$ cat src/rtl/stream_merge2x1.sv
// stream_merge2x1
// Merges two valid/ready packet streams (X and Y) into one registered output
// stream (M). The grant is round-robin per packet: once a source wins the
// first beat of a packet, it keeps the grant until its last beat is accepted.
// Because of this, packets from X and Y never interleave on M.
//
// Ports:
//   clk, reset               - clock and synchronous active-high reset
//   x_data/x_last/x_valid    - X input beat; x_ready accepts it
//   y_data/y_last/y_valid    - Y input beat; y_ready accepts it
//   m_data/m_last/m_valid    - registered merged output beat
//   m_ready                  - downstream accept for the output beat
//   sel                      - source of the beat held in the output
//                              register (0 = X, 1 = Y)
module stream_merge2x1 #(
    parameter int dataW = 8
) (
    input  logic             clk,
    input  logic             reset,
    input  logic [dataW-1:0] x_data,
    input  logic             x_last,
    input  logic             x_valid,
    output logic             x_ready,
    input  logic [dataW-1:0] y_data,
    input  logic             y_last,
    input  logic             y_valid,
    output logic             y_ready,
    output logic [dataW-1:0] m_data,
    output logic             m_last,
    output logic             m_valid,
    input  logic             m_ready,
    output logic             sel
);

    typedef enum logic [1:0] {
        IDLE   = 2'd0,
        LOCK_X = 2'd1,
        LOCK_Y = 2'd2
    } state_t;

    state_t           r_state;
    logic             r_prio;
    logic [dataW-1:0] r_mData;
    logic             r_mLast;
    logic             r_mValid;
    logic             r_sel;

    logic             w_load;
    logic             w_grantY;
    logic             w_xAcc;
    logic             w_yAcc;

    // The output register can take a new beat when it is empty, or when its
    // current beat is being drained in this same cycle.
    assign w_load   = ~r_mValid | m_ready;

    // Idle arbitration: a lone requester wins. On a tie, the priority bit
    // decides, and that bit points away from whichever source finished the
    // most recent packet.
    assign w_grantY = y_valid & (~x_valid | r_prio);

    // While a source is locked, its ready follows only the output load. The
    // other source is ignored completely until the packet completes.
    assign x_ready  = w_load & (((r_state == IDLE) & ~w_grantY & x_valid) | (r_state == LOCK_X));
    assign y_ready  = w_load & (((r_state == IDLE) &  w_grantY & y_valid) | (r_state == LOCK_Y));

    assign w_xAcc   = x_valid & x_ready;
    assign w_yAcc   = y_valid & y_ready;

    // Main state machine plus output register.
    // An accepted beat always overwrites the output register. A beat without
    // last that starts a packet moves into the lock state for its source.
    // A last beat returns to IDLE and hands tie priority to the other source.
    // If nothing is accepted and downstream takes the beat, only m_valid
    // drops; data, last and sel keep their previous values.
    always_ff @(posedge clk) begin
        if (reset) begin
            r_state  <= IDLE;
            r_prio   <= 1'b0;
            r_mData  <= '0;
            r_mLast  <= 1'b0;
            r_mValid <= 1'b0;
            r_sel    <= 1'b0;
        end else if (w_xAcc) begin
            r_mData  <= x_data;
            r_mLast  <= x_last;
            r_mValid <= 1'b1;
            r_sel    <= 1'b0;
            if (x_last) begin
                r_state <= IDLE;
                r_prio  <= 1'b1;
            end else if (r_state == IDLE) begin
                r_state <= LOCK_X;
            end
        end else if (w_yAcc) begin
            r_mData  <= y_data;
            r_mLast  <= y_last;
            r_mValid <= 1'b1;
            r_sel    <= 1'b1;
            if (y_last) begin
                r_state <= IDLE;
                r_prio  <= 1'b0;
            end else if (r_state == IDLE) begin
                r_state <= LOCK_Y;
            end
        end else if (m_ready) begin
            r_mValid <= 1'b0;
        end
    end

    assign m_data  = r_mData;
    assign m_last  = r_mLast;
    assign m_valid = r_mValid;
    assign sel     = r_sel;

endmodule

$ cat config.mk
export PLATFORM = sky130hd
export DESIGN_NAME = stream_merge2x1
export DESIGN_NICKNAME = d
export VERILOG_FILES = /design/src/rtl/stream_merge2x1.sv
export SDC_FILE = /design/constraint.sdc
export NUM_CORES = 1
export LEC_CHECK = 0
export CORE_UTILIZATION = 36
export DETAILED_ROUTE_END_ITERATION = 7
export DONT_BUFFER_PORTS = 1
export GPL_ROUTABILITY_DRIVEN = 0
export SETUP_SLACK_MARGIN = 0.4
export SLEW_MARGIN = 0
export SYNTH_ARGS = -nofsm -noshare
export SYNTH_HDL_FRONTEND = slang
export SYNTH_SLANG_ARGS = --single-unit
$ cat constraint.sdc
create_clock -name clk -period 1.8 [get_ports clk]
set_input_delay 0 -clock clk [delete_from_list [all_inputs] [get_ports clk]]
set_output_delay 0 -clock clk [all_outputs]
set_load 0.005 [all_outputs]
Yosys cells after proc, flatten, opt, wreduce, memory -nomap -nowiden --
Cells that the tools add are included.
Storage, ports and cells: bits in registers 14, latch bits 0, RAM bits 0, ROM bits 0, bits of input ports 23, output and inout bits 13, logic and storage cells 51, memories kept 0
Operators by class: add/subtract/negate cells 0, multipliers 0, div/mod/pow operators 0, magnitude comparators 0, equal/unequal tests 4, shift-type cells 0, multiplexer cells 17, bitwise operators 16, reduce and logical (&&, ||, !) cells 8
Operator list (count):
- 8-bit 2-to-1 mux | 2
- 2-bit 2-to-1 mux | 6
- 1-bit bitwise AND | 9
- 1-bit 2-to-1 mux | 9
- 3-bit AND reduction | 2
- 3-bit nonzero test | 2
- 1-bit bitwise OR | 4
- 2-bit nonzero test | 2
- 3-bit by 2-bit != test with 1-bit output, second input constant | 1
- 1-bit inverter | 3
- 2-bit by 1-bit equality test with 1-bit output, second input constant | 1
- 2-bit equality test, second input constant | 1
- 2-bit logical NOT | 1
- 2-bit != test, second input constant | 1
- 2-bit OR reduction | 1

Logic depth before layout (Yosys ltp) --
Gate-level depths: netlist of the first run.
word-level depth 11, depth in mapped cells 5, gate-level depth less buffers 4

Least setup slack after synthesis of the first run --
No wires, ideal clock.
path type reg2reg, start register r_mValid (netlist: m_valid), end register r_state[1], setup time 0.058 ns, arrival 1.252 ns, data required time 1.742 ns, setup slack 0.490 ns, cell stages (with the launch flop) 6, buffers on the path 1, clock period less this slack 1.310 ns, cells stage by stage dfxtp_1 nor2b_4 buf_6 or4_4 nor3_2 o22a_1
On the way: longest elaborated chain between the ends 6, elaborated cells on any way between the ends 11, classes of those cells 1 x eq/ne; 1 x mux; 6 x bitwise; 3 x reduce/logical
Ends and longest elaborated chain:
- from (decl) | RTL line 45 | logic r_mValid;
- from (signal assigned) | RTL line 82 | r_mValid <= 1'b0;
- from (signal assigned) | RTL line 87 | r_mValid <= 1'b1;
- from (signal assigned) | RTL line 98 | r_mValid <= 1'b1;
- 1-bit inverter (*) | RTL line 55 | assign w_load = ~r_mValid | m_ready;
- 1-bit bitwise OR (*) | RTL line 55
- 1-bit bitwise AND (on tied branches) | RTL line 64, 65
- 1-bit bitwise AND (on tied branches) | RTL line 67, 68
- 3-bit by 2-bit != test with 1-bit output (no source line) (tied with other cells)
- 3-bit AND reduction (no source line)
- to (signal assigned) | RTL line 78 | r_state <= IDLE;
- to (signal assigned) | RTL line 90 | r_state <= IDLE;
- to (signal assigned) | RTL line 93 | r_state <= LOCK_X;
- to (decl) | RTL line 41 | state_t r_state;
Mark *: on every way between the ends. The rest lies on a longest branch, timed or not. A chain may end at the register's enable or synchronous reset.

Final worst setup path of the first run --
start register r_state[0], end register r_mData[5] (netlist: m_data[5])
On the way: longest elaborated chain between the ends 7, elaborated cells on any way between the ends 15, classes of those cells 2 x eq/ne; 1 x mux; 10 x bitwise; 2 x reduce/logical
Ends and longest elaborated chain:
- 2-bit logical NOT | RTL line 64, 65
- 1-bit bitwise AND (on tied branches) (2 in a row) | RTL line 64, 65
- 1-bit bitwise OR (on tied branches) | RTL line 64, 65
- 1-bit bitwise AND (on tied branches) | RTL line 64, 65
- 1-bit bitwise AND (on tied branches) | RTL line 67, 68
- 8-bit 2-to-1 mux or 2-bit nonzero test (tied branches)
- to (signal assigned) | RTL line 85 | r_mData <= x_data;
- to (signal assigned) | RTL line 96 | r_mData <= y_data;
- to (decl) | RTL line 43 | logic [dataW-1:0] r_mData;
Several ways; a longest one is shown, not always the timed one.

==> run summary, run 1 <==
Worst-path clk slew: 0.08 ns
Clk_lat worst skew: 0.28 ns
Synthesized cell area: 688 um^2
Cell variety after synth: 26
Slew Viols, Final: 0
Vias per std cell: 5.41
DP Wirelength: 1030 um
Post-Syn Instances: 69
Final worst path period share: 76.1%
Met1 usage: 21.2%
TritonCTS clock tree: built
Part of the Yosys area used for sequential elements: 40.7%
Core area: 0.00176 mm^2
DRC viols: 0
Root buffer cell: clkbuf_4
Placed Cells: 92
Min Tclk post-route: 1.37 ns
Commonest non-fill, non-tap cell in the layout: dlygate4sd3_1
WL/cell: 14.4 um
CP required: 1.96 ns
DR vias: 649
Met2 usage: 25.7%
Syn avg cell area: 9.97 um^2
FP Rows: 15
Setup tns final: 0 ns
CTS Buffer Depth: 2
Critical path class: reg2reg
CTS buffer count: 3
Synth warnings: 0
Status: finished, final reports clean
Initial antenna violation count: 0
Skew final: 0.00386 ns
Leakage: 0.400 nW
Worst-Margin Slew: 0.375 ns
Crit end category: flop
Worst Path Arrival: 1.53 ns
Tightest Hold Check Type: in2reg
CP Launch Type: flop
Number of I/O pins: 36
Vias in the first global route: 558
Die H: 45.7 um
Initial drt markers: 14
Flops & latches, synth: 14
Hold Fails Final Rpt: 0
Worst Path Max Fanout: 9
Final Setup Violations: 0
DRT antenna net count: 0
Grt met3 use: 9.13%
WL final: 1730 um
Unrepaired setup endpoints after global routing: false
Drt first pass iters: 4
VDD IR max: 0.000481 V
Max capacitance violation total: 0
Die Wd: 45.7 um
Layout Cells excl Fill: 120
Pin count of the biggest net entering global routing: 12
Clk sinks: 14
Mapped Nets: 92
Fin util: 57.0%
Commonest non-fill, non-tap cells in the layout: 21 x dlygate4sd3_1, 13 x dfxtp_1, 8 x and2_1, 8 x a221o_1, 7 x nor2_1
Top Usage Layer GRT: met2
Die area: 0.00209 mm^2
Initial Util: 39.0%
Global-route wire length before repair: 2500 um
Fmax: 730 MHz
Diode count: 0
Share of layout cells above drive strength 1: 21.1%
Worst rel slew slack: 74.8%
H-tree Lvls: 1
GR Overflow Total: 0
Area delta synth->final: 46.0%
GRT Util Overall: 16.9%
IO buf count: 0
Nets: 119
Cell area power density: 743 mW/mm^2
Reg2reg setup slack: 0.43 ns
-- kinds of logic (layout without fill, tap and decap cells) --
family / count (synthesis) / in the layout / share of synthesized area, %
simple gates: 35 / 36 / 35.5
flops: 14 / 14 / 40.7
buf+inv: 3 / 28 / 2.91
compound gates: 17 / 17 / 20.9
-- layout make-up --
cell class | count | area, um^2
fillers | 168 | 759
multi-input cells | 53 | 427
flip-flops and latches | 14 | 282
repair buffers | 23 | 225
clock buffers | 4 | 36.3
well taps | 25 | 31.3
inverters | 1 | 3.75
-- final timing paths --
kind | start | endpoint | cells after the start
max reg2reg | r_state[0]$_SDFFE_PP0P_ | m_data[5]$_SDFFE_PP0P_ | 4
min | x_valid | r_state[0]$_SDFFE_PP0P_ | 3
max | r_state[0]$_SDFFE_PP0P_ | m_data[5]$_SDFFE_PP0P_ | 4
min reg2reg | m_data[7]$_SDFFE_PP0P_ | m_data[7]$_SDFFE_PP0P_ | 1
-- worst max-delay path, cell delays in order (launching register included) --
cell	delay, ns
dfxtp_2	0.35
nand2b_2	0.23
a21oi_2	0.23
nor2_4	0.10
a221o_1	0.35
-- synth_stat cells (all sizes together) --
library cell  count  area (um^2)
and3b             1         8.76
buf               2         16.3
or3               1         11.3
nor3b             1         12.5
dfxtp            14          280
a21boi            1         7.51
o22a              1         8.76
nand2             2         7.51
inv               1         3.75
nand2b            3         18.8
a21oi             4         23.8
a221o             8         80.1
a211oi            1         7.51
nor3              7         45.0
or4               1         11.3
nor4              1         12.5
nor2b             1         13.8
nor2              9         52.6
and2              8         50.1
o31ai             1         7.51
a311oi            1         8.76
-- power breakdown --
part	switching, mW	total, mW	leakage (nW)	internal, mW
Combinational	0.0719	0.163	0.263	0.0907
Sequential	0.0246	0.364	0.116	0.339
Clock	0.0972	0.220	0.0210	0.123
-- registers in the layout (all words and copies together), names as in the netlist --
name     count
m_valid      1
m_data       8
r_prio       1
m_last       1
r_state      2
sel          1
-- what timing repair did --
action / 4_1_cts / 5_1_grt
gates resized for setup: 1 / 6
setup buffers: 1 / 1
hold buffers: 20 / 1
endpoints found under the setup margin: 8 / 10
pin swaps: 1 / 1
cloned: 0 / 1
hold endpoints to repair: 14 / 1
-- through the flow --
stage | cell area, um^2 | setup slack, ns | hold WS [ns] | power [mW]
after floorplan | 688 | 0.490 | 0.0966 | 0.460
after global placement | 703 | 0.363 | 0.0746 | 0.470
after detailed placement | 703 | 0.337 | 0.0767 | 0.471
after CTS | 956 | 0.414 | 0.0278 | 0.737
after global routing | 1000 | 0.383 | 0.0327 | 0.793
final | 1000 | 0.430 | 0.0377 | 0.746
-- routing by layer --
metal	routed length, um	part of all wire (%)	vias to the layer above
li1	-	-	315
met1	775	45	304
met2	804	47	28
met3	137	7.9	2
met4	9	0.52	0
met5	0	0	-
No activity file was read; power rests on OpenSTA's default activity.
==> inputs of run 2 (changes only) <==
- ABC_AREA: unset -> 1
- clock period: 1.8 -> 1.26 ns (I/O delays scaled with it)
==> run 2 against run 1 <==
Final area is 13% lower. The run now ends with negative hold slack left. Total power is 38% higher. Clock skew is 0.0012 ns lower. Sequential share of layout area is 4.8 points higher. Routed wire length is 13% lower. Cell count is 8.3% higher. Core utilization is 8.2 points lower. Hold slack worse by 0.27 ns. Global-route usage is 1.5 points lower. Largest cell class unchanged. Non-clock buffer count is 21 lower. Sequential power is 39% higher.
==> run summary, run 2 <==
Area delta synth->final: 23.9% (was 46.0%)
Sequential share of power: 49.1% (was 48.7%)
Syn avg cell area: 7.09 um^2 (was 9.97 um^2)
Comb power frac: 19.9% (was 21.8%)
Leakage: 0.388 nW (was 0.400 nW)
Drt first pass iters: 2 (was 4)
Die H: 46.2 um (was 45.7 um)
Largest family of logic cells by synthesized area: simple AND/OR/NAND/NOR gates (unchanged)
Clk sinks: 14 (unchanged)
Mux contribution to synthesized area: 0% (unchanged)
IO buf count: 0 (unchanged)
Initial drt markers: 10 (was 14)
Internal power: 0.733 mW (was 0.553 mW)
Largest cells by area after synthesis: dfxtp_1 40%, nand2_1 16%, a21oi_1 6.4% (was dfxtp_1 41%, a221o_1 12%, and2_1 7.3%)
Top_reg_cell synth: dfxtp_1 (unchanged)
Share of layout cells above drive strength 1: 42.9% (was 21.1%)
FP Rows: 15 (unchanged)
Sw Share: 28.8% (was 25.9%)
Post-synth top cells: 30 x nand2_1, 14 x dfxtp_1, 12 x nor2_1, 10 x inv_1, 9 x a21oi_1 (was 14 x dfxtp_1, 8 x a221o_1, 8 x and2_1, 7 x nor2_1, 5 x nor3_1)
WL final: 1500 um (was 1730 um)
GRT Util Overall: 15.5% (was 16.9%)
Commonest non-fill, non-tap cells in the layout: 27 x nand2_1, 12 x a21oi_2, 10 x nor2_1, 10 x dfxtp_1, 8 x nand2_2 (was 21 x dlygate4sd3_1, 13 x dfxtp_1, 8 x and2_1, 8 x a221o_1, 7 x nor2_1)
Hold Fails Final Rpt: 14 (was 0)
Synthesized cell area: 702 um^2 (was 688 um^2)
H-tree Lvls: 1 (unchanged)
Fin area: 870 um^2 (was 0.00100 mm^2)
Crit end category: flop (unchanged)
Post-Synth Simple-Gate Area: 36.9% (was 35.5%)
Dpl cell area: 758 um^2 (was 703 um^2)
Synth warnings: 0 (unchanged)
Post-Syn Instances: 99 (was 69)
DRT antenna net count: 0 (unchanged)
Failing checks: negative hold slack
Final Setup Violations: 0 (unchanged)
DP Worst Slack: 0.0521 ns (was 0.337 ns)
WL/cell: 11.5 um (was 14.4 um)
Pin count of the biggest net entering global routing: 15 (was 12)
Final WS setup: 0.0778 ns (was 0.430 ns)
Sw power: 0.297 mW (was 0.194 mW)
Compound-Gate Fraction of Synth Area: 14.3% (was 20.9%)
GR Overflow Total: 0 (unchanged)
Die area: 0.00213 mm^2 (was 0.00209 mm^2)
Initial antenna violation count: 0 (unchanged)
Mapped Nets: 122 (was 92)
Worst-path clk slew: 0.08 ns (about the same)
Worst-Margin Slew: 0.162 ns (was 0.375 ns)
Nets: 129 (was 119)
DR vias: 612 (was 649)
Root buffer cell: clkbuf_4 (unchanged)
Worst Path Arrival: 1.36 ns (was 1.53 ns)
Vias per std cell: 4.71 (was 5.41)
Leading area contributor after synthesis: dfxtp_1 (unchanged)
CP Launch Type: flop (unchanged)
Post-synth top area share: 39.9% (was 40.7%)
Post-synth EDFFs: 0 (unchanged)
Die Wd: 46.2 um (was 45.7 um)
DRC viols: 0 (unchanged)
Total power: 1.03 mW (was 0.746 mW)
Worst rel slew slack: 89.2% (was 74.8%)
Clock power share: 31.1% (was 29.5%)
Post-synth ARST share: 0% (unchanged)
Slowest CP cell: dfxtp_2 (unchanged)
Cell variety after synth: 20 (was 26)
Fin util: 48.8% (was 57.0%)
Unrepaired setup endpoints after global routing: true (was false)
Global-route wire length before repair: 2280 um (was 2500 um)
Hold slack: -0.237 ns (was 0.0377 ns)
Synth Area in Adders: 0% (unchanged)
Part of the Yosys area used for sequential elements: 39.9% (was 40.7%)
Max capacitance violation total: 0 (unchanged)
Number of I/O pins: 36 (unchanged)
Critical path's largest stage delay: 0.34 ns (was 0.35 ns)
TritonCTS clock tree: built (unchanged)
Final worst path period share: 93.8% (was 76.1%)
Worst Path Max Fanout: 4 (was 9)
Max FFs per register: 8 (unchanged)
CTS buffer count: 3 (unchanged)
Critical path class: reg2reg (unchanged)
Min Tclk post-route: 1.18 ns (was 1.37 ns)
Cell area power density: 1180 mW/mm^2 (was 743 mW/mm^2)
Core area: 0.00178 mm^2 (was 0.00176 mm^2)
Flops & latches, synth: 14 (unchanged)
Tightest Hold Check Type: in2reg (unchanged)
Commonest non-fill, non-tap cell in the layout: nand2_1 (was dlygate4sd3_1)
Xor/xnor share of the synthesized area: 0% (unchanged)
CTS Buffer Depth: 2 (unchanged)
Fmax: 846 MHz (was 730 MHz)
Diode count: 0 (unchanged)
Cell with the most instances after synthesis: nand2_1 (was dfxtp_1)
Vias in the first global route: 542 (was 558)
Skew final: 0.00262 ns (was 0.00386 ns)
VDD IR max: 0.000608 V (was 0.000481 V)
CP required: 1.43 ns (was 1.96 ns)
DP Wirelength: 1040 um (was 1030 um)
CP Cell Sequence: inv_2, nor2_4, nor2_4, nand3_4, o21ai_2, nand2_2, nand2_2, a21oi_2 (was nand2b_2, a21oi_2, nor2_4, a221o_1)
Clk_lat worst skew: 0.28 ns (about the same)
Status: finished with violations (was finished, final reports clean)
Initial Util: 39.4% (was 39.0%)
Slew Viols, Final: 0 (unchanged)
## run 2: metal layers
metal | vias up | wire, um | track usage (%)
li1 | 321 | - | -
met1 | 262 | 704 | 18.5
met2 | 25 | 660 | 23.7
met3 | 4 | 103 | 4.31
met4 | 0 | 28 | 10.6
met5 | - | 0 | 0
## run 2: final cells by class
| type | count | area, um^2 |
|---|---|---|
| clock buffers | 4 | 36.3 |
| fillers | 191 | 913 |
| inverters | 13 | 63.8 |
| multi-input cells | 71 | 429 |
| flip-flops and latches | 14 | 285 |
| well taps | 25 | 31.3 |
| repair buffers | 2 | 15.0 |
| repair inverters | 1 | 8.76 |
## run 2: path summary, 6_finish.rpt
| check | from | end | slack [ns] | cells past startpoint |
|---|---|---|---|---|
| setup / recovery | m_valid$_SDFFE_PP0P_ | r_state[1]$_SDFFE_PP0P_ | 0.08 | 8 |
| hold / removal | reset | r_prio$_SDFFE_PP0P_ | -0.24 | 1 |
| setup reg to reg | m_valid$_SDFFE_PP0P_ | r_state[1]$_SDFFE_PP0P_ | 0.08 | 8 |
| hold reg to reg | m_last$_SDFFE_PP0P_ | m_last$_SDFFE_PP0P_ | 0.49 | 2 |
## run 2: critical path: cells and delay by family (launching register included)
| kind | cells | cell delay [ns] |
|---|---|---|
| AOI/OAI and AO/OA | 2 | 0.18 |
| buffers and inverters | 1 | 0.06 |
| DFF | 1 | 0.34 |
| and+or+nand+nor | 5 | 0.50 |
## run 2: repair_timing
item | 4_1_cts | 5_1_grt
endpoints found under the setup margin | 16 | 16
hold endpoints to repair | 14 | 14
gates resized for setup | 12 | 7
gates cloned | 1 | 0
setup buffers | 1 | 1
pin swaps | 11 | 2
## run 2: logic make-up (layout without fill, tap and decap cells)
kind of cell    after synthesis  count (layout)
flops                        14              14
buf+inv                      14              20
compound gates               16              16
simple gates                 55              55
## run 2: metrics by stage
| stage | TNS, ns | instances |
|---|---|---|
| finish | 0 | 130 |
| global route | -0.0185 | 130 |
| CTS | 0 | 129 |
| detailed placement | 0 | 123 |
| global placement | 0 | 123 |
| floorplan | 0 | 99 |
## run 2: power groups by stage
stage,logic [mW],registers (mW),clock network [mW]
2_1_floorplan,0.150,0.508,0
3_3_place_gp,0.165,0.514,0
3_5_place_dp,0.168,0.514,0
4_1_cts,0.194,0.506,0.334
5_1_grt,0.229,0.511,0.343
6_report,0.205,0.505,0.320
==> inputs of run 3 (changes only) <==
- clock period: 1.26 -> 1 ns (I/O delays scaled with it)
==> run 3 against run 2 <==
The run ends with negative hold slack, negative setup slack left. Sequential share of layout area is 1.3 points lower. Combinational power grew 44%. Setup slack got worse by 0.26 ns. Count of clock-buffer cells in the layout is the same. Core utilization is 4.5 points higher.
==> run summary, run 3 (same netlist as run 2, synthesis figures left out) <==
DP Wirelength: 1070 um (was 1040 um)
Diode count: 0 (unchanged)
Pin count of the biggest net entering global routing: 15 (unchanged)
Slew Viols, Final: 0 (unchanged)
Worst Hold Depth: 1 (unchanged)
Final worst path period share: 118% (was 93.8%)
Initial drt markers: 11 (was 10)
Reg2reg setup slack: -0.18 ns (was 0.08 ns)
Max FFs per register: 8 (unchanged)
Endpoint, Worst Hold: m_last$_SDFFE_PP0P_ (was r_prio$_SDFFE_PP0P_)
Clk_lat worst skew: 0.28 ns (about the same)
FP Rows: 15 (unchanged)
Number of I/O pins: 36 (unchanged)
Unrepaired setup endpoints after global routing: true (unchanged)
Critical path buffers and inverters: 2 (was 1)
R2R Path Start: m_valid$_SDFFE_PP0P_ (unchanged)
Die Wd: 46.2 um (unchanged)
WL/cell: 11.5 um (about the same)
Final WS setup: -0.183 ns (was 0.0778 ns)
Reg2reg path depth: 9 (was 8)
Global-route wire length before repair: 2410 um (was 2280 um)
Area delta synth->final: 35.3% (was 23.9%)
Worst Path Max Fanout: 10 (was 4)
Fin util: 53.3% (was 48.8%)
Layout Cells excl Fill: 135 (was 130)
Worst rel slew slack: 89.0% (was 89.2%)
Die area: 0.00213 mm^2 (unchanged)
DRT antenna net count: 0 (unchanged)
Hold Fails Final Rpt: 14 (unchanged)
Nets: 134 (was 129)
Placed Cells: 127 (was 123)
Commonest non-fill, non-tap cells in the layout: 28 x nand2_1, 12 x dfxtp_2, 11 x a21oi_2 (was 27 x nand2_1, 12 x a21oi_2, 10 x nor2_1, 10 x dfxtp_1, 8 x nand2_2)
Min Tclk post-route: 1.18 ns (about the same)
TritonCTS clock tree: built (unchanged)
Top cell by count, worst path: nor2_4
Fmax: 846 MHz (about the same)
Worst path top cell family by delay: simple AND/OR/NAND/NOR gates (unchanged)
Clk sinks: 14 (unchanged)
WL final: 1560 um (was 1500 um)
Slowest CP cell: dfxtp_2 (unchanged)
DRC viols: 0 (unchanged)
Final Setup Violations: 15 (was 0)
Hold slack: -0.240 ns (was -0.237 ns)
Max capacitance violation total: 0 (unchanged)
CTS buffer count: 3 (unchanged)
Worst-Margin Slew: 0.164 ns (was 0.162 ns)
Critical path's largest stage delay: 0.34 ns (about the same)
Hold path startpoint: reset (unchanged)
Core area: 0.00178 mm^2 (unchanged)
Worst reg2reg endpoint: m_data[7]$_SDFFE_PP0P_ (was r_state[1]$_SDFFE_PP0P_)
Drt first pass iters: 4 (was 2)
Worst Path Arrival: 1.37 ns (was 1.36 ns)
CP Cell Sequence: inv_2, nor2_4, nor2_4, nand3_4, inv_6, nand2_1, nand2_2, a21oi_4, nor2_1 (was inv_2, nor2_4, nor2_4, nand3_4, o21ai_2, nand2_2, nand2_2, a21oi_2)
Crit end category: flop (unchanged)
Tightest Hold Check Type: in2reg (unchanged)
Vias per std cell: 4.70 (was 4.71)
GR Overflow Total: 0 (unchanged)
Failing checks: negative hold slack, negative setup slack (was negative hold slack)
VDD IR max: 0.000687 V (was 0.000608 V)
Status: finished with violations (unchanged)
Number of filler cells placed in the layout: 173 (was 191)
Initial Util: 39.4% (unchanged)
Vias in the first global route: 554 (was 542)
IO buf count: 0 (unchanged)
Critical path class: reg2reg (unchanged)
H-tree Lvls: 1 (unchanged)
CP required: 1.19 ns (was 1.43 ns)
Skew final: 0.00304 ns (was 0.00262 ns)
Area used by multi-input combinational logic: 445 um^2 (was 429 um^2)
Initial antenna violation count: 0 (unchanged)
DR vias: 634 (was 612)
FF/Latch Area: 299 um^2 (was 285 um^2)
Leakage: 0.424 nW (was 0.388 nW)
GRT Util Overall: 16.4% (was 15.5%)
Cell area power density: 1420 mW/mm^2 (was 1180 mW/mm^2)
CTS Buffer Depth: 2 (unchanged)
Commonest non-fill, non-tap cell in the layout: nand2_1 (unchanged)
Die H: 46.2 um (unchanged)
Root buffer cell: clkbuf_4 (unchanged)
Worst-path clk slew: 0.08 ns (about the same)
CP Launch Type: flop (unchanged)
Share of layout cells above drive strength 1: 53.6% (was 42.9%)
## run 3: final cells by class
cell class | count | area share, %
Sequential cell | 14 | 31.5
Timing Repair Buffer | 7 | 6.32
Multi-Input combinational cell | 71 | 46.9
Timing Repair inverter | 1 | 1.19
Inverter | 13 | 6.98
Tap cell | 25 | 3.29
Clock buffer | 4 | 3.82
## run 3: metal layers
layer  wire (um)  GRT usage, %  vias up
li1            -             -      335
met1         714          20.8      269
met2         727          25.9       28
met3          97          4.31        2
met4          17          7.06        0
met5           0             0        -
## run 3: timing repair
item / in CTS / in global routing
endpoints found under the setup margin: 27 / 27
hold endpoints to repair: 14 / 14
gates cloned: 1 / 0
gates resized for setup: 28 / 6
setup buffers: 2 / 1
pin swaps: 16 / 3
## run 3: metrics by stage
step | setup TNS [ns] | setup slack (ns) | instance area [um^2] | power [mW]
floorplan | -1.28 | -0.120 | 736 | 0.829
global placement | -1.94 | -0.161 | 788 | 0.867
detailed placement | -2.37 | -0.207 | 788 | 0.871
global route | -3.60 | -0.284 | 950 | 1.41
CTS | -2.35 | -0.185 | 925 | 1.33
finish | -2.20 | -0.183 | 950 | 1.35
## run 3: worst max path at each step
stage | from | endpoint | slack, ns | cells past startpoint
after floorplan | m_valid$_SDFFE_PP0P_ | m_data[0]$_SDFFE_PP0P_ | -0.12 | 8
after global placement | r_prio$_SDFFE_PP0P_ | m_last$_SDFFE_PP0P_ | -0.16 | 8
after detailed placement | r_prio$_SDFFE_PP0P_ | m_data[0]$_SDFFE_PP0P_ | -0.21 | 9
after CTS | m_valid$_SDFFE_PP0P_ | m_data[7]$_SDFFE_PP0P_ | -0.19 | 8
after global routing | m_valid$_SDFFE_PP0P_ | m_data[3]$_SDFFE_PP0P_ | -0.28 | 9
final | m_valid$_SDFFE_PP0P_ | m_data[7]$_SDFFE_PP0P_ | -0.18 | 9
## run 3: worst register-to-register path, cell delays in order (launching register included)
cell and delay [ns]:
dfxtp_2 0.34, inv_2 0.04, nor2_4 0.15, nor2_4 0.07
nand3_4 0.15, inv_6 0.07, nand2_1 0.08, nand2_2 0.06
a21oi_4 0.10, nor2_1 0.04
## run 3: report_power, final
part / internal (mW) / switching (mW) / total, mW
clock: 0.222 / 0.187 / 0.409
combinational: 0.126 / 0.170 / 0.296
sequential: 0.605 / 0.0370 / 0.642
